--- src/rtl/fetch_pkg.sv ---
// Shared types and constants for the instruction fetch slice.
package fetch_pkg;
  localparam int INSTR_WIDTH = 32;
  localparam int ADDR_WIDTH  = 32;

  typedef logic [INSTR_WIDTH-1:0] instr_t;
  typedef logic [ADDR_WIDTH-1:0]  addr_t;

  localparam instr_t NOP_INSTR        = 32'h0000_0000;
  localparam addr_t  DEFAULT_RESET_PC = 32'd0;

  // One fetched word together with the word address it came from.
  typedef struct packed {
    instr_t instr;
    addr_t  pc;
  } fetch_entry_t;

  // Word-indexed increment; wraps modulo 2^32 by construction.
  function automatic addr_t next_pc(input addr_t pc, input addr_t step);
    return pc + step;
  endfunction
endpackage

--- src/rtl/instruction_fetch_unit_if.sv ---
// Memory-side and decode-side signals of the fetch unit, bundled for port use.
interface instruction_fetch_unit_if;
  import fetch_pkg::*;

  addr_t  imem_address;
  instr_t imem_instruction;
  logic   stall;
  logic   branch_taken;
  addr_t  branch_target;
  instr_t instruction;
  addr_t  instr_pc;
  logic   instr_valid;

  modport master (
    output imem_address,
    input  imem_instruction,
    input  stall,
    input  branch_taken,
    input  branch_target,
    output instruction,
    output instr_pc,
    output instr_valid
  );

  modport slave (
    input  imem_address,
    output imem_instruction,
    output stall,
    output branch_taken,
    output branch_target,
    input  instruction,
    input  instr_pc,
    input  instr_valid
  );
endinterface

--- src/rtl/fetch_skid_buffer.sv ---
// One-entry holding register for a memory response that arrives while decode stalls.
module fetch_skid_buffer
  import fetch_pkg::*;
(
  input  logic         clk,
  input  logic         rst,
  input  logic         capture,
  input  logic         drain,
  input  logic         flush,
  input  fetch_entry_t in_entry,
  output logic         valid,
  output fetch_entry_t entry
);

  logic         valid_r;
  fetch_entry_t entry_r;

  // Flush wins over capture so a redirect never leaves a stale word behind.
  always_ff @(posedge clk or posedge rst) begin
    if (rst) begin
      valid_r <= 1'b0;
      entry_r <= '{instr: NOP_INSTR, pc: 32'd0};
    end else if (flush) begin
      valid_r <= 1'b0;
    end else if (capture) begin
      valid_r <= 1'b1;
      entry_r <= in_entry;
    end else if (drain) begin
      valid_r <= 1'b0;
    end else begin
      valid_r <= valid_r;
    end
  end

  assign valid = valid_r;
  assign entry = entry_r;

endmodule

--- src/rtl/instruction_fetch_unit.sv ---
// Program counter, one-cycle memory latency absorption and registered decode outputs.
module instruction_fetch_unit
  import fetch_pkg::*;
#(
  parameter addr_t RESET_PC = DEFAULT_RESET_PC,
  parameter addr_t PC_STEP  = 32'd1
) (
  input logic                      clk,
  input logic                      rst,
  instruction_fetch_unit_if.master bus
);

  addr_t        fetch_pc_r;
  logic         issued_r;
  addr_t        resp_pc_r;
  instr_t       instruction_r;
  addr_t        instr_pc_r;
  logic         instr_valid_r;

  logic         skid_capture_s;
  logic         skid_drain_s;
  logic         skid_flush_s;
  logic         skid_valid_s;
  fetch_entry_t skid_entry_s;
  fetch_entry_t resp_entry_s;

  // Skid control: capture the in-flight word only on the first stalled cycle.
  always_comb begin
    skid_flush_s   = bus.branch_taken;
    skid_capture_s = 1'b0;
    skid_drain_s   = 1'b0;
    if (!bus.branch_taken) begin
      skid_capture_s = bus.stall && issued_r && !skid_valid_s;
      skid_drain_s   = !bus.stall && skid_valid_s;
    end else begin
      skid_capture_s = 1'b0;
      skid_drain_s   = 1'b0;
    end
    resp_entry_s = '{instr: bus.imem_instruction, pc: resp_pc_r};
  end

  fetch_skid_buffer u_skid (
    .clk      (clk),
    .rst      (rst),
    .capture  (skid_capture_s),
    .drain    (skid_drain_s),
    .flush    (skid_flush_s),
    .in_entry (resp_entry_s),
    .valid    (skid_valid_s),
    .entry    (skid_entry_s)
  );

  // PC sequencing and output register; branch has priority over stall.
  always_ff @(posedge clk or posedge rst) begin
    if (rst) begin
      fetch_pc_r    <= RESET_PC;
      issued_r      <= 1'b0;
      resp_pc_r     <= 32'd0;
      instruction_r <= NOP_INSTR;
      instr_pc_r    <= 32'd0;
      instr_valid_r <= 1'b0;
    end else if (bus.branch_taken) begin
      fetch_pc_r    <= bus.branch_target;
      issued_r      <= 1'b0;
      instr_valid_r <= 1'b0;
    end else if (bus.stall) begin
      // Address stays on the bus but its response is dropped; it is refetched on release.
      issued_r      <= 1'b0;
    end else begin
      issued_r      <= 1'b1;
      resp_pc_r     <= fetch_pc_r;
      fetch_pc_r    <= next_pc(fetch_pc_r, PC_STEP);
      if (skid_valid_s) begin
        instruction_r <= skid_entry_s.instr;
        instr_pc_r    <= skid_entry_s.pc;
        instr_valid_r <= 1'b1;
      end else begin
        instruction_r <= bus.imem_instruction;
        instr_pc_r    <= resp_pc_r;
        instr_valid_r <= issued_r;
      end
    end
  end

  assign bus.imem_address = fetch_pc_r;
  assign bus.instruction  = instruction_r;
  assign bus.instr_pc     = instr_pc_r;
  assign bus.instr_valid  = instr_valid_r;

endmodule

--- src/flat_wrapper.sv ---
// flat-port wrapper written by rule: the top's interface ports become plain ports
module instruction_fetch_unit_flat import fetch_pkg::*;
#(
  parameter addr_t RESET_PC = DEFAULT_RESET_PC,
  parameter addr_t PC_STEP  = 32'd1
)
  (clk, rst, bus_imem_address, bus_imem_instruction, bus_stall, bus_branch_taken, bus_branch_target, bus_instruction, bus_instr_pc, bus_instr_valid);
  instruction_fetch_unit_if bus_i ();
  input logic clk;
  input logic rst;
  output wire logic [$bits(bus_i.imem_address)-1:0] bus_imem_address;
  input wire logic [$bits(bus_i.imem_instruction)-1:0] bus_imem_instruction;
  input wire logic [$bits(bus_i.stall)-1:0] bus_stall;
  input wire logic [$bits(bus_i.branch_taken)-1:0] bus_branch_taken;
  input wire logic [$bits(bus_i.branch_target)-1:0] bus_branch_target;
  output wire logic [$bits(bus_i.instruction)-1:0] bus_instruction;
  output wire logic [$bits(bus_i.instr_pc)-1:0] bus_instr_pc;
  output wire logic [$bits(bus_i.instr_valid)-1:0] bus_instr_valid;
  assign bus_imem_address = bus_i.imem_address;
  assign bus_i.imem_instruction = bus_imem_instruction;
  assign bus_i.stall = bus_stall;
  assign bus_i.branch_taken = bus_branch_taken;
  assign bus_i.branch_target = bus_branch_target;
  assign bus_instruction = bus_i.instruction;
  assign bus_instr_pc = bus_i.instr_pc;
  assign bus_instr_valid = bus_i.instr_valid;
  instruction_fetch_unit #(.RESET_PC(RESET_PC), .PC_STEP(PC_STEP)) u_core (.clk(clk), .rst(rst), .bus(bus_i));
endmodule
--- config.mk ---
export PLATFORM = sky130hd
export DESIGN_NAME = instruction_fetch_unit_flat
export DESIGN_NICKNAME = d
export VERILOG_FILES = /design/src/rtl/fetch_pkg.sv /design/src/rtl/instruction_fetch_unit_if.sv /design/src/rtl/fetch_skid_buffer.sv /design/src/rtl/instruction_fetch_unit.sv /design/src/flat_wrapper.sv
export SDC_FILE = /design/constraint.sdc
export NUM_CORES = 1
export LEC_CHECK = 0
export CAP_MARGIN = 20
export CELL_PAD_IN_SITES_DETAIL_PLACEMENT = 0
export CELL_PAD_IN_SITES_GLOBAL_PLACEMENT = 1
export CORE_ASPECT_RATIO = 0.5
export CORE_MARGIN = 5
export CORE_UTILIZATION = 41
export DETAILED_ROUTE_END_ITERATION = 12
export PLACE_DENSITY = 0.77
export SETUP_SLACK_MARGIN = 0.1
export SLEW_MARGIN = 20
export SYNTH_ARGS = -nofsm -noshare
export SYNTH_HDL_FRONTEND = slang
export SYNTH_SLANG_ARGS = --single-unit
--- constraint.sdc ---
create_clock -name clk -period 8.8 [get_ports clk]
set_clock_uncertainty 0.15 [all_clocks]
set_input_delay 1.32 -clock clk [delete_from_list [all_inputs] [get_ports clk]]
set_output_delay 1.32 -clock clk [all_outputs]
set_load 0.03 [all_outputs]
After elaboration in Yosys (flattened, before gate mapping)
Cells that the tools add are included.
- reductions and logical operators: 8
- $add $sub $neg: 1
- eq/ne operators: 1
- muxes and demuxes: 14
- bitwise gates (word level): 2
- operators with widths (kind ; number):
    32-bit 2-to-1 mux ; 4
    32-bit by 1-bit adder with 32-bit output (second input constant) ; 1
    1-bit 2-to-1 mux ; 10
    2-bit AND reduction ; 2
    1-bit logical AND ; 3
    3-bit nonzero test ; 1
    1-bit logical NOT ; 2
    2-bit by 1-bit != test with 1-bit output (second input constant) ; 1
    1-bit NOT ; 2
- bits in registers: 195
- logic and storage cells: 35
- output and inout bits: 97
- input bits: 68

Depth between registers and ports, before layout
Gate-level depths: netlist (run 1).
- depth in word-level cells: 6
- depth in mapped cells: 7
- mapped depth without buffers: 5

Cells and area by module
A second synthesis (run 1) with hierarchy kept.
- cell total of the unflattened synthesis: 698
- area total of the unflattened synthesis: 8722.1 um^2
- modules (own cells, without submodules) (module ; instances ; cells each ; area each (um^2)):
    instruction_fetch_unit ; 1 ; 557 ; 5977.0
    fetch_skid_buffer ; 1 ; 141 ; 2745.1

Worst setup path before layout (run 1)
No wires, ideal clock.
- path kind: in2reg
- start: in bus_stall
- end: reg u_core.fetch_pc_r[31] (netlist: u_core.bus.imem_address[31])
- path buffers: 3
- cell stages on the path: 7
- data arrival time: 2613 ps
- setup slack: 5955 ps
- required time: 8568 ps
- cells stage by stage: buf_6 > and3b_1 > buf_6 > nand4_4 > buf_6 > or4_1 > a31oi_1
- cells in the longest elaborated chain, start to end: 1
- ends and longest elaborated chain (item ; line ; RTL):
    from (decl) ; flat_wrapper.sv:13 ; input wire logic [$bits(bus_i.stall)-1:0] bus_stall;
    2-bit by 1-bit != test with 1-bit output (no line) ; n/a ;
    to (signal assigned) ; instruction_fetch_unit.sv:63 ; fetch_pc_r <= bus.branch_target;
    to (signal assigned) ; instruction_fetch_unit.sv:72 ; fetch_pc_r <= next_pc(fetch_pc_r, PC_STEP);
    to (decl) ; instruction_fetch_unit.sv:13 ; addr_t fetch_pc_r;
Every way passes these cells.
A chain may end at the register's enable or synchronous reset.

Worst setup path in the final report (run 1)
- start: in bus_stall
- end: reg u_core.u_skid.entry_r, in the netlist u_core.u_skid.entry[53]
- cells in the longest elaborated chain, start to end: 4
- ends and longest elaborated chain (item ; line ; RTL):
    1-bit logical AND (2 in a row) ; instruction_fetch_unit.sv:33 ; skid_capture_s = bus.stall && issued_r && !skid_valid_s;
    1-bit 2-to-1 mux ; instruction_fetch_unit.sv:32 ; if (!bus.branch_taken) begin
    2-bit AND reduction (no line) ; n/a ;
    to (signal assigned) ; fetch_skid_buffer.sv:22 ; entry_r <= '{instr: NOP_INSTR, pc: 32'd0};
    to (signal assigned) ; fetch_skid_buffer.sv:27 ; entry_r <= in_entry;
    to (decl) ; fetch_skid_buffer.sv:16 ; fetch_entry_t entry_r;
Every way passes these cells.

==> impl_metrics.env, run 1 <==
export IMPL_cts_setup_buffers=0
export IMPL_synth_area_leaders="dfrtp_1 (58%), mux2_2 (13%), mux2i_1 (7.7%)"
export IMPL_status="completed"
export IMPL_critPathLaunchType="primary input"
export IMPL_grt_usage=0.169
export IMPL_drive_above_1_share=0.160
export IMPL_leakage_nw=4.29
export IMPL_die_h_um=112
export IMPL_yosys_warnings=0
export IMPL_ir_worst_vdd_mv=0.0994
export IMPL_cp_max_fo=54
export IMPL_syn_avg_cell_area_um2=12.0
export IMPL_final_core_utilization=0.536
export IMPL_post_dp_hpwl_mm=12.9
export IMPL_fin_nets=918
export IMPL_clock_fmax_ghz=0.254
export IMPL_die_width_um=213
export IMPL_overflow=0
export IMPL_final_cell_mix="dfrtp_1 (194), clkdlybuf4s50_1 (164), mux2_2 (96)"
export IMPL_start_util=0.415
export IMPL_cp_end_kind="flop"
export IMPL_seq_area_frac_synth=0.576
export IMPL_required_ns=8.96
export IMPL_cts_resized=0
export IMPL_cp_arrival_ns=4.10
export IMPL_max_stage_delay_ns=0.86
export IMPL_diodes=0
export IMPL_clock_sinks=195
export IMPL_ys_ff_latch=195
export IMPL_dpl_cell_area_um2=10300
export IMPL_worst_pin_slew_ns=1.01
export IMPL_drv_slew=0
export IMPL_fin_ws_ns=4.86
export IMPL_grt_start_max_net_pins=129
export IMPL_min_path_type="flop to flop"
export IMPL_cts_tree="built"
export IMPL_grt_pass1_vias=6002
export IMPL_r2r_end="u_core.u_skid.entry[53]"
export IMPL_first_iter_violations=357
export IMPL_syn_inst=707
export IMPL_ys_flop_type="dfrtp_1"
export IMPL_drc=0
export IMPL_grt_setup_unrepaired="false"
export IMPL_clk_path_buf_depth=2
export IMPL_synth_async_reset_ratio=1.00
export IMPL_syn_nets=776
export IMPL_wl_mm=19.8
export IMPL_power_density_nw_per_um2=235
export IMPL_port_buffer_count=164
export IMPL_ant_nets=0
export IMPL_fin_crit_ns=3.94
export IMPL_antenna_found_initial=0
export IMPL_viasPerCell=5.20
export IMPL_yosysTopAreaCellShare=0.576
export IMPL_ios=165
export IMPL_dp_slack_ns=4.42
export IMPL_critical_path_class="primary input to flop"
export IMPL_firstDrtPassIters=4
export IMPL_wire_per_inst_um=17.4
export IMPL_clkTransAtPathRegs_ns=0.07
export IMPL_hp_start="u_core.u_skid.entry[27]"
export IMPL_synthesis_area_um2=8470
export IMPL_vias=5903
export IMPL_cts_buffers=17
export IMPL_synth_cell_types=37
export IMPL_layout_commonest_cell="dfrtp_1"
export IMPL_path_cells="clkdlybuf4s50_1 -> nor4bb_4 -> buf_4 -> mux2_2"
export IMPL_finalSetupViolCount=0
export IMPL_yosysTopAreaCell="dfrtp_1"
export IMPL_setup_tns_ns=0
export IMPL_htree_num_levels=4
export IMPL_reg2reg_slack_ns=5.92
export IMPL_rows=37
export IMPL_whs_endpoint="u_core.u_skid.entry[27]"
export IMPL_finalPower_w=0.00257
export IMPL_cts_hold_buffers=0
export IMPL_final_hold_viol_count=0
export IMPL_grt_pass1_wl_mm=32.1
export IMPL_syn2layout_area_growth_pct=29.2
export IMPL_worstRegToRegCells=3
export IMPL_relSlewSlack=0.326
export IMPL_maxCapViolCount=0
export IMPL_clk_latency_ns=0.43
export IMPL_clockRootBuffer="clkbuf_16"
export IMPL_finalCritPeriodShare=0.448
export IMPL_synth_edf_count=0
export IMPL_min_path_cells=1
export IMPL_dieArea_um2=23800
export IMPL_core_area_um2=20400
export IMPL_final_area_um2=10900
export IMPL_place_congestion=0.766
export IMPL_r2r_start="u_core.u_skid.valid"
export IMPL_cp_slowest_cell="nor4bb_4"
## stage by stage
| stage | hold slack [ns] | std cells |
|---|---|---|
| final | 0.355 | 1135 |
| after global routing | 0.375 | 1135 |
| after CTS | 0.361 | 1135 |
| after detailed placement | 0.346 | 1103 |
| after global placement | 0.339 | 1102 |
| after floorplan | 0.330 | 707 |
## cell families after synthesis
kind of cell | share of synthesized area
flip-flops | 0.576
AND/OR/NAND/NOR | 0.102
multiplexers | 0.204
AO/OA/AOI/OAI | 0.0759
buffers and inverters | 0.0291
XOR/XNOR | 0.0103
adder cells (fa/ha/maj) | 0.00148
## worst max-delay path: cells and delay by family
kind / cells / cell delay (ns)
simple gates: 1 / 0.86
buf+inv: 2 / 1.45
mux: 1 / 0.41
## how the worst max path moves through the flow
stage          slack (ns)                         end      start
2_1_floorplan        2.02  u_core.bus.imem_address[0]        rst
3_3_place_gp         4.45     u_core.u_skid.entry[51]  bus_stall
3_5_place_dp         4.42     u_core.u_skid.entry[39]  bus_stall
4_1_cts              4.86     u_core.u_skid.entry[39]  bus_stall
5_1_grt              4.74     u_core.u_skid.entry[53]  bus_stall
6_report             4.86     u_core.u_skid.entry[53]  bus_stall
## cell type report
type | instances | area (um2)
multi-input combinational | 461 | 3360
inverter | 4 | 22.5
fill | 1781 | 9480
clock inverter | 9 | 128
tap | 273 | 342
timing repair buffer | 170 | 1720
clock buffer | 23 | 478
sequential | 195 | 4880
## state kept, by name, indices dropped and copies added, names as in the netlist
name and count:
u_core.bus.instruction 32, u_core.bus.imem_address 32, u_core.resp_pc_r 32, u_core.u_skid.entry 64
u_core.bus.instr_valid 1, u_core.bus.instr_pc 32, u_core.u_skid.valid 1, u_core.issued_r 1
## where the power goes
| part | switching [W] | internal (W) | leakage (nW) |
|---|---|---|---|
| Sequential | 0.000117 | 0.00107 | 2.26 |
| Clock | 0.000333 | 0.000469 | 0.289 |
| Combinational | 0.000291 | 0.000282 | 1.73 |
## layer usage
metal  GRT usage  part of all wire  up-vias
li1            -                 -     2821
met1       0.228              0.46     2985
met2       0.274              0.49       80
met3      0.0445             0.035       17
met4      0.0411             0.012        0
met5           0                 0        -
## synth_stat cells, types with 13 or more instances
cell      instances
clkbuf_1         21
o31ai_1          15
nand2_1          28
nand3_1          13
nor2_1           85
dfrtp_1         195
a21oi_1          65
mux2_2           96
a31oi_1          17
or4_1            19
buf_2            14
mux2i_1          65
Note: power is estimated with default switching activity, not from simulation.
==> run 2, diff against run 1 <==
--- a/config.mk
+++ b/config.mk
@@ -10,9 +10,9 @@
 export CELL_PAD_IN_SITES_GLOBAL_PLACEMENT = 1
 export CORE_ASPECT_RATIO = 0.5
 export CORE_MARGIN = 5
-export CORE_UTILIZATION = 41
+export CORE_UTILIZATION = 37
 export DETAILED_ROUTE_END_ITERATION = 12
-export PLACE_DENSITY = 0.77
+export PLACE_DENSITY = 0.73
 export SETUP_SLACK_MARGIN = 0.1
 export SLEW_MARGIN = 20
 export SYNTH_ARGS = -nofsm -noshare
==> constraint.sdc (replaced) <==
create_clock -name clk -period 3.6 [get_ports clk]
set_clock_uncertainty 0.15 [all_clocks]
set_input_delay 0.54 -clock clk [delete_from_list [all_inputs] [get_ports clk]]
set_output_delay 0.54 -clock clk [all_outputs]
set_load 0.03 [all_outputs]
==> impl_metrics.env, run 2 (synthesized netlist as in run 1, its figures left out) <==
export IMPL_cts_tree="built"
export IMPL_dp_slack_ns=0.756
export IMPL_place_congestion=0.741
export IMPL_grt_start_max_net_pins=113
export IMPL_post_dp_hpwl_mm=13.6
export IMPL_clk_latency_ns=0.43
export IMPL_syn2layout_area_growth_pct=30.5
export IMPL_clockRootBuffer="clkbuf_16"
export IMPL_cts_setup_buffers=0
export IMPL_antenna_found_initial=0
export IMPL_wire_per_inst_um=17.2
export IMPL_cp_slowest_cell="clkdlybuf4s50_1"
export IMPL_clock_sinks=195
export IMPL_drc=0
export IMPL_ir_worst_vdd_mv=0.311
export IMPL_vias=5866
export IMPL_grt_usage=0.157
export IMPL_final_hold_viol_count=0
export IMPL_finalSetupViolCount=0
export IMPL_r2r_start="u_core.bus.imem_address[11]"
export IMPL_cts_buffers=17
export IMPL_cp_top_family="buffers and inverters"
export IMPL_worstRegToRegCells=4
export IMPL_firstDrtPassIters=4
export IMPL_clk_path_buf_depth=2
export IMPL_ios=165
export IMPL_dieArea_um2=26200
export IMPL_cp_max_fo=10
export IMPL_core_area_um2=22600
export IMPL_wl_met3_um=569
export IMPL_overflow=0
export IMPL_die_h_um=117
export IMPL_path_cells="clkdlybuf4s50_1"
export IMPL_drv_slew=0
export IMPL_grt_pass1_vias=6048
export IMPL_clkTransAtPathRegs_ns=0.07
export IMPL_reg2reg_slack_ns=1.11
export IMPL_relSlewSlack=0.529
export IMPL_maxCapViolCount=0
export IMPL_required_ns=2.91
export IMPL_max_stage_delay_ns=0.79
export IMPL_start_util=0.374
export IMPL_power_density_nw_per_um2=565
export IMPL_routedLengthMet1_mm=9.16
export IMPL_critPathLaunchType="flop"
export IMPL_drive_above_1_share=0.167
export IMPL_rows=39
export IMPL_grt_pass1_wl_mm=32.7
export IMPL_fin_ws_ns=1.07
export IMPL_wl_mm=20.2
export IMPL_grt_setup_unrepaired="false"
export IMPL_top_layer="met4"
export IMPL_cp_arrival_ns=1.84
export IMPL_finalCritPeriodShare=0.702
export IMPL_r2r_end="u_core.bus.imem_address[29]"
export IMPL_viasPerCell=4.99
export IMPL_htree_num_levels=4
export IMPL_ant_nets=0
export IMPL_status="completed"
export IMPL_clock_fmax_ghz=0.396
export IMPL_wl_met2_mm=10.1
export IMPL_cp_end_kind="output port"
export IMPL_critical_path_class="flop to output port"
export IMPL_cts_resized=0
export IMPL_fin_crit_ns=2.53
export IMPL_cts_hold_buffers=0
export IMPL_port_buffer_count=164
export IMPL_diodes=0
export IMPL_fin_nets=925
export IMPL_crit_cells=1
export IMPL_first_iter_violations=382
export IMPL_largest_register_ffs=64
export IMPL_die_width_um=224
export IMPL_leakage_nw=4.33
export IMPL_path_buf_inv=1
export IMPL_layout_commonest_cell="dfrtp_1"
export IMPL_final_cell_mix="dfrtp_1 (194), clkdlybuf4s50_1 (164), mux2_2 (96)"
export IMPL_setup_tns_ns=0
export IMPL_min_path_type="primary input to async pin"
export IMPL_worst_pin_slew_ns=0.706
-- run 2: cell types whose count changed in the layout (fill, tap and decap cells not counted) --
| cell | delta |
|---|---|
| buf_12 | +5 |
| buf_16 | -1 |
| buf_4 | +4 |
| buf_6 | -1 |
| clkbuf_1 | -1 |
| clkbuf_8 | -2 |
| clkinv_2 | +3 |
| clkinv_4 | +1 |
| clkinvlp_4 | -1 |
| inv_8 | -1 |
-- run 2: worst max-delay path by stage --
stage                                 from                           to  slack [ns]
5_1_grt        u_core.bus.imem_address[11]  u_core.bus.imem_address[26]        0.85
3_5_place_dp                     bus_stall  u_core.bus.imem_address[29]        0.76
6_report        u_core.bus.imem_address[8]          bus_imem_address[8]        1.07
2_1_floorplan                          rst   u_core.bus.imem_address[0]        0.39
3_3_place_gp                     bus_stall  u_core.bus.imem_address[31]        0.79
4_1_cts         u_core.bus.imem_address[8]          bus_imem_address[8]        1.04
-- run 2: final cells by class --
class | count | area, um2
Fill cell | 2065 | 11600
Sequential cell | 195 | 4880
Multi-Input combinational cell | 461 | 3360
Timing Repair Buffer | 177 | 1810
Clock buffer | 20 | 447
Tap cell | 307 | 384
Clock inverter | 11 | 136
Inverter | 4 | 18.8
-- run 2: where the power goes --
group | internal [W] | switching (W) | leakage (nW) | total, W
Clock | 0.00110 | 0.000824 | 0.289 | 0.00193
Sequential | 0.00263 | 0.000289 | 2.26 | 0.00292
Combinational | 0.000697 | 0.000702 | 1.77 | 0.00140
-- run 2: per-stage QoR --
step,total power [W],hold slack (ns),utilization,instance area (um2),instances
2_1_floorplan,0.00377,0.330,-,8470,707
3_3_place_gp,0.00434,0.339,0.462,10500,1144
3_5_place_dp,0.00438,0.345,0.462,10500,1144
4_1_cts,0.00633,0.349,0.488,11000,1175
5_1_grt,0.00657,0.370,0.488,11000,1175
6_report,0.00624,0.349,0.488,11000,1175
-- run 2: routing by layer --
layer,vias up,global-route usage
li1,2839,-
met1,2928,0.206
met2,75,0.265
met3,24,0.0329
met4,0,0.0538
met5,-,0
==> run 3, diff against run 2 <==
--- a/config.mk
+++ b/config.mk
@@ -10,9 +10,9 @@
 export CELL_PAD_IN_SITES_GLOBAL_PLACEMENT = 1
 export CORE_ASPECT_RATIO = 0.5
 export CORE_MARGIN = 5
-export CORE_UTILIZATION = 37
+export CORE_UTILIZATION = 41
 export DETAILED_ROUTE_END_ITERATION = 12
-export PLACE_DENSITY = 0.73
+export PLACE_DENSITY = 0.77
 export SETUP_SLACK_MARGIN = 0.1
 export SLEW_MARGIN = 20
 export SYNTH_ARGS = -nofsm -noshare
==> constraint.sdc (replaced) <==
create_clock -name clk -period 2.4 [get_ports clk]
set_clock_uncertainty 0.15 [all_clocks]
set_input_delay 0.36 -clock clk [delete_from_list [all_inputs] [get_ports clk]]
set_output_delay 0.36 -clock clk [all_outputs]
set_load 0.03 [all_outputs]
==> impl_metrics.env, run 3 (synthesized netlist as in run 1, its figures left out) <==
export IMPL_crit_path_end="bus_imem_address[0]"
export IMPL_clkPwrFrac=0.296
export IMPL_wire_per_inst_um=17.0
export IMPL_met2_usage=0.274
export IMPL_finalSetupViolCount=0
export IMPL_critical_path_class="flop to output port"
export IMPL_viasPerCell=5.15
export IMPL_cts_setup_buffers=0
export IMPL_grt_pass1_wl_mm=32.4
export IMPL_required_ns=1.89
export IMPL_grt_start_max_net_pins=93
export IMPL_clk_path_buf_depth=2
export IMPL_clock_fmax_ghz=0.455
export IMPL_core_area_um2=20400
export IMPL_maxCapViolCount=0
export IMPL_path_cells="buf_4 -> clkdlybuf4s50_1"
export IMPL_die_h_um=112
export IMPL_status="completed"
export IMPL_final_hold_viol_count=0
export IMPL_grt_usage=0.170
export IMPL_ios=165
export IMPL_cp_max_fo=4
export IMPL_whs_ns=0.0859
export IMPL_ant_nets=0
export IMPL_overflow=0
export IMPL_final_core_utilization=0.545
export IMPL_port_buffer_count=164
export IMPL_finalCritPeriodShare=0.916
export IMPL_cts_hold_buffers=0
export IMPL_setup_tns_ns=0
export IMPL_clock_sinks=195
export IMPL_cp_slowest_cell="clkdlybuf4s50_1"
export IMPL_switching_power_w=0.00272
export IMPL_r2r_start="u_core.bus.imem_address[14]"
export IMPL_max_stage_delay_ns=0.68
export IMPL_worstRegToRegCells=5
export IMPL_antenna_found_initial=0
export IMPL_grt_setup_unrepaired="false"
export IMPL_drive_above_1_share=0.185
export IMPL_layout_commonest_cell="dfrtp_1"
export IMPL_seqPwrFrac=0.471
export IMPL_firstDrtPassIters=5
export IMPL_drc=0
export IMPL_clk_latency_ns=0.43
export IMPL_use_met1=0.234
export IMPL_fin_crit_ns=2.20
export IMPL_use_met3=0.0372
export IMPL_cp_end_kind="output port"
export IMPL_wl_mm=19.8
export IMPL_htree_num_levels=4
export IMPL_r2r_end="u_core.bus.imem_address[30]"
export IMPL_final_area_um2=11100
export IMPL_syn2layout_area_growth_pct=31.5
export IMPL_start_util=0.415
export IMPL_fill_cells=1774
export IMPL_diodes=0
export IMPL_place_congestion=0.759
export IMPL_finalPower_w=0.00924
export IMPL_clkTransAtPathRegs_ns=0.07
export IMPL_cp_arrival_ns=1.69
export IMPL_leakage_nw=4.40
export IMPL_final_cell_mix="dfrtp_1 (192), clkdlybuf4s50_1 (164), mux2_2 (96)"
export IMPL_worst_pin_slew_ns=0.660
export IMPL_top_usage_layer="met2"
export IMPL_dieArea_um2=23800
export IMPL_power_density_nw_per_um2=829
export IMPL_ir_worst_vdd_mv=0.447
export IMPL_cts_tree="built"
export IMPL_critPathLaunchType="flop"
export IMPL_fin_nets=942
export IMPL_grt_pass1_vias=6021
export IMPL_post_dp_hpwl_mm=13.5
export IMPL_first_iter_violations=358
export IMPL_pwr_share_comb=0.233
export IMPL_rows=37
export IMPL_die_width_um=213
export IMPL_clockRootBuffer="clkbuf_16"
export IMPL_switching_share=0.294
export IMPL_p_int_w=0.00652
export IMPL_largest_register_ffs=64
export IMPL_reg2reg_slack_ns=0.25
export IMPL_min_path_type="primary input to async pin"
export IMPL_drv_slew=0
export IMPL_cp_startpoint="u_core.bus.imem_address[0]"
export IMPL_cts_buffers=17
export IMPL_dpl_cell_area_um2=10600
export IMPL_vias=5972
export IMPL_relSlewSlack=0.560
==> run 3: changes by cell type in the layout (fill, tap and decap cells not counted), sizes merged <==
cell and delta:
clkbuf +3, bufinv -2, buf +17
==> run 3: cell type report <==
cell class                 count  area (um2)  share of cell area
inverter                       4        18.8             0.00169
timing repair buffer         194        1970               0.177
multi-input combinational    461        3360               0.302
sequential                   195        4890               0.439
clock buffer                  23         478              0.0429
clock inverter                 9        80.1             0.00719
tap                          273         342              0.0307
==> run 3: per-layer routing <==
metal / routed length, um / part of all wire / vias to the layer above
met5: 0 / 0 / -
met4: 248 / 0.013 / 0
met3: 706 / 0.036 / 19
met2: 9630 / 0.49 / 92
met1: 9180 / 0.46 / 2989
li1: - / - / 2872
==> run 3: how the worst min path moves through the flow <==
stage | startpoint | endpoint | slack (ns) | cells after the start
floorplan | bus_branch_target[11] | u_core.bus.imem_address[11] | 0.33 | 2
global placement | u_core.u_skid.entry[46] | u_core.u_skid.entry[46] | 0.34 | 1
detailed placement | u_core.u_skid.entry[50] | u_core.u_skid.entry[50] | 0.35 | 1
CTS | rst | u_core.bus.instruction[24] | 0.08 | 2
global route | rst | u_core.u_skid.entry[49] | 0.09 | 2
finish | rst | u_core.bus.instruction[24] | 0.09 | 2
==> run 3: critical path: cells and delay by family, from the launching register on <==
family,cells,cell delay [ns]
buf+inv,2,0.84
flops,1,0.42
==> run 3: timing repair <==
action / 4_1_cts / 5_1_grt
endpoints found under the setup margin: 1 / 1
endpoints found under the hold margin: 0 / 0
gates resized for setup: 1 / 1
==> run 3: per-stage QoR <==
stage | instances | worst slack (ns)
final | 1159 | 0.201
after global routing | 1159 | 0.110
after CTS | 1159 | 0.158
after detailed placement | 1127 | 0.0749
after global placement | 1127 | 0.0857
after floorplan | 707 | -0.628
==> run 3: power groups by stage <==
stage | registers [W] | clock network, W | logic (W)
CTS | 0.00436 | 0.00280 | 0.00219
global route | 0.00445 | 0.00294 | 0.00233
floorplan | 0.00479 | 0 | 0.000870
detailed placement | 0.00442 | 0 | 0.00219
global placement | 0.00439 | 0 | 0.00214
finish | 0.00435 | 0.00273 | 0.00215
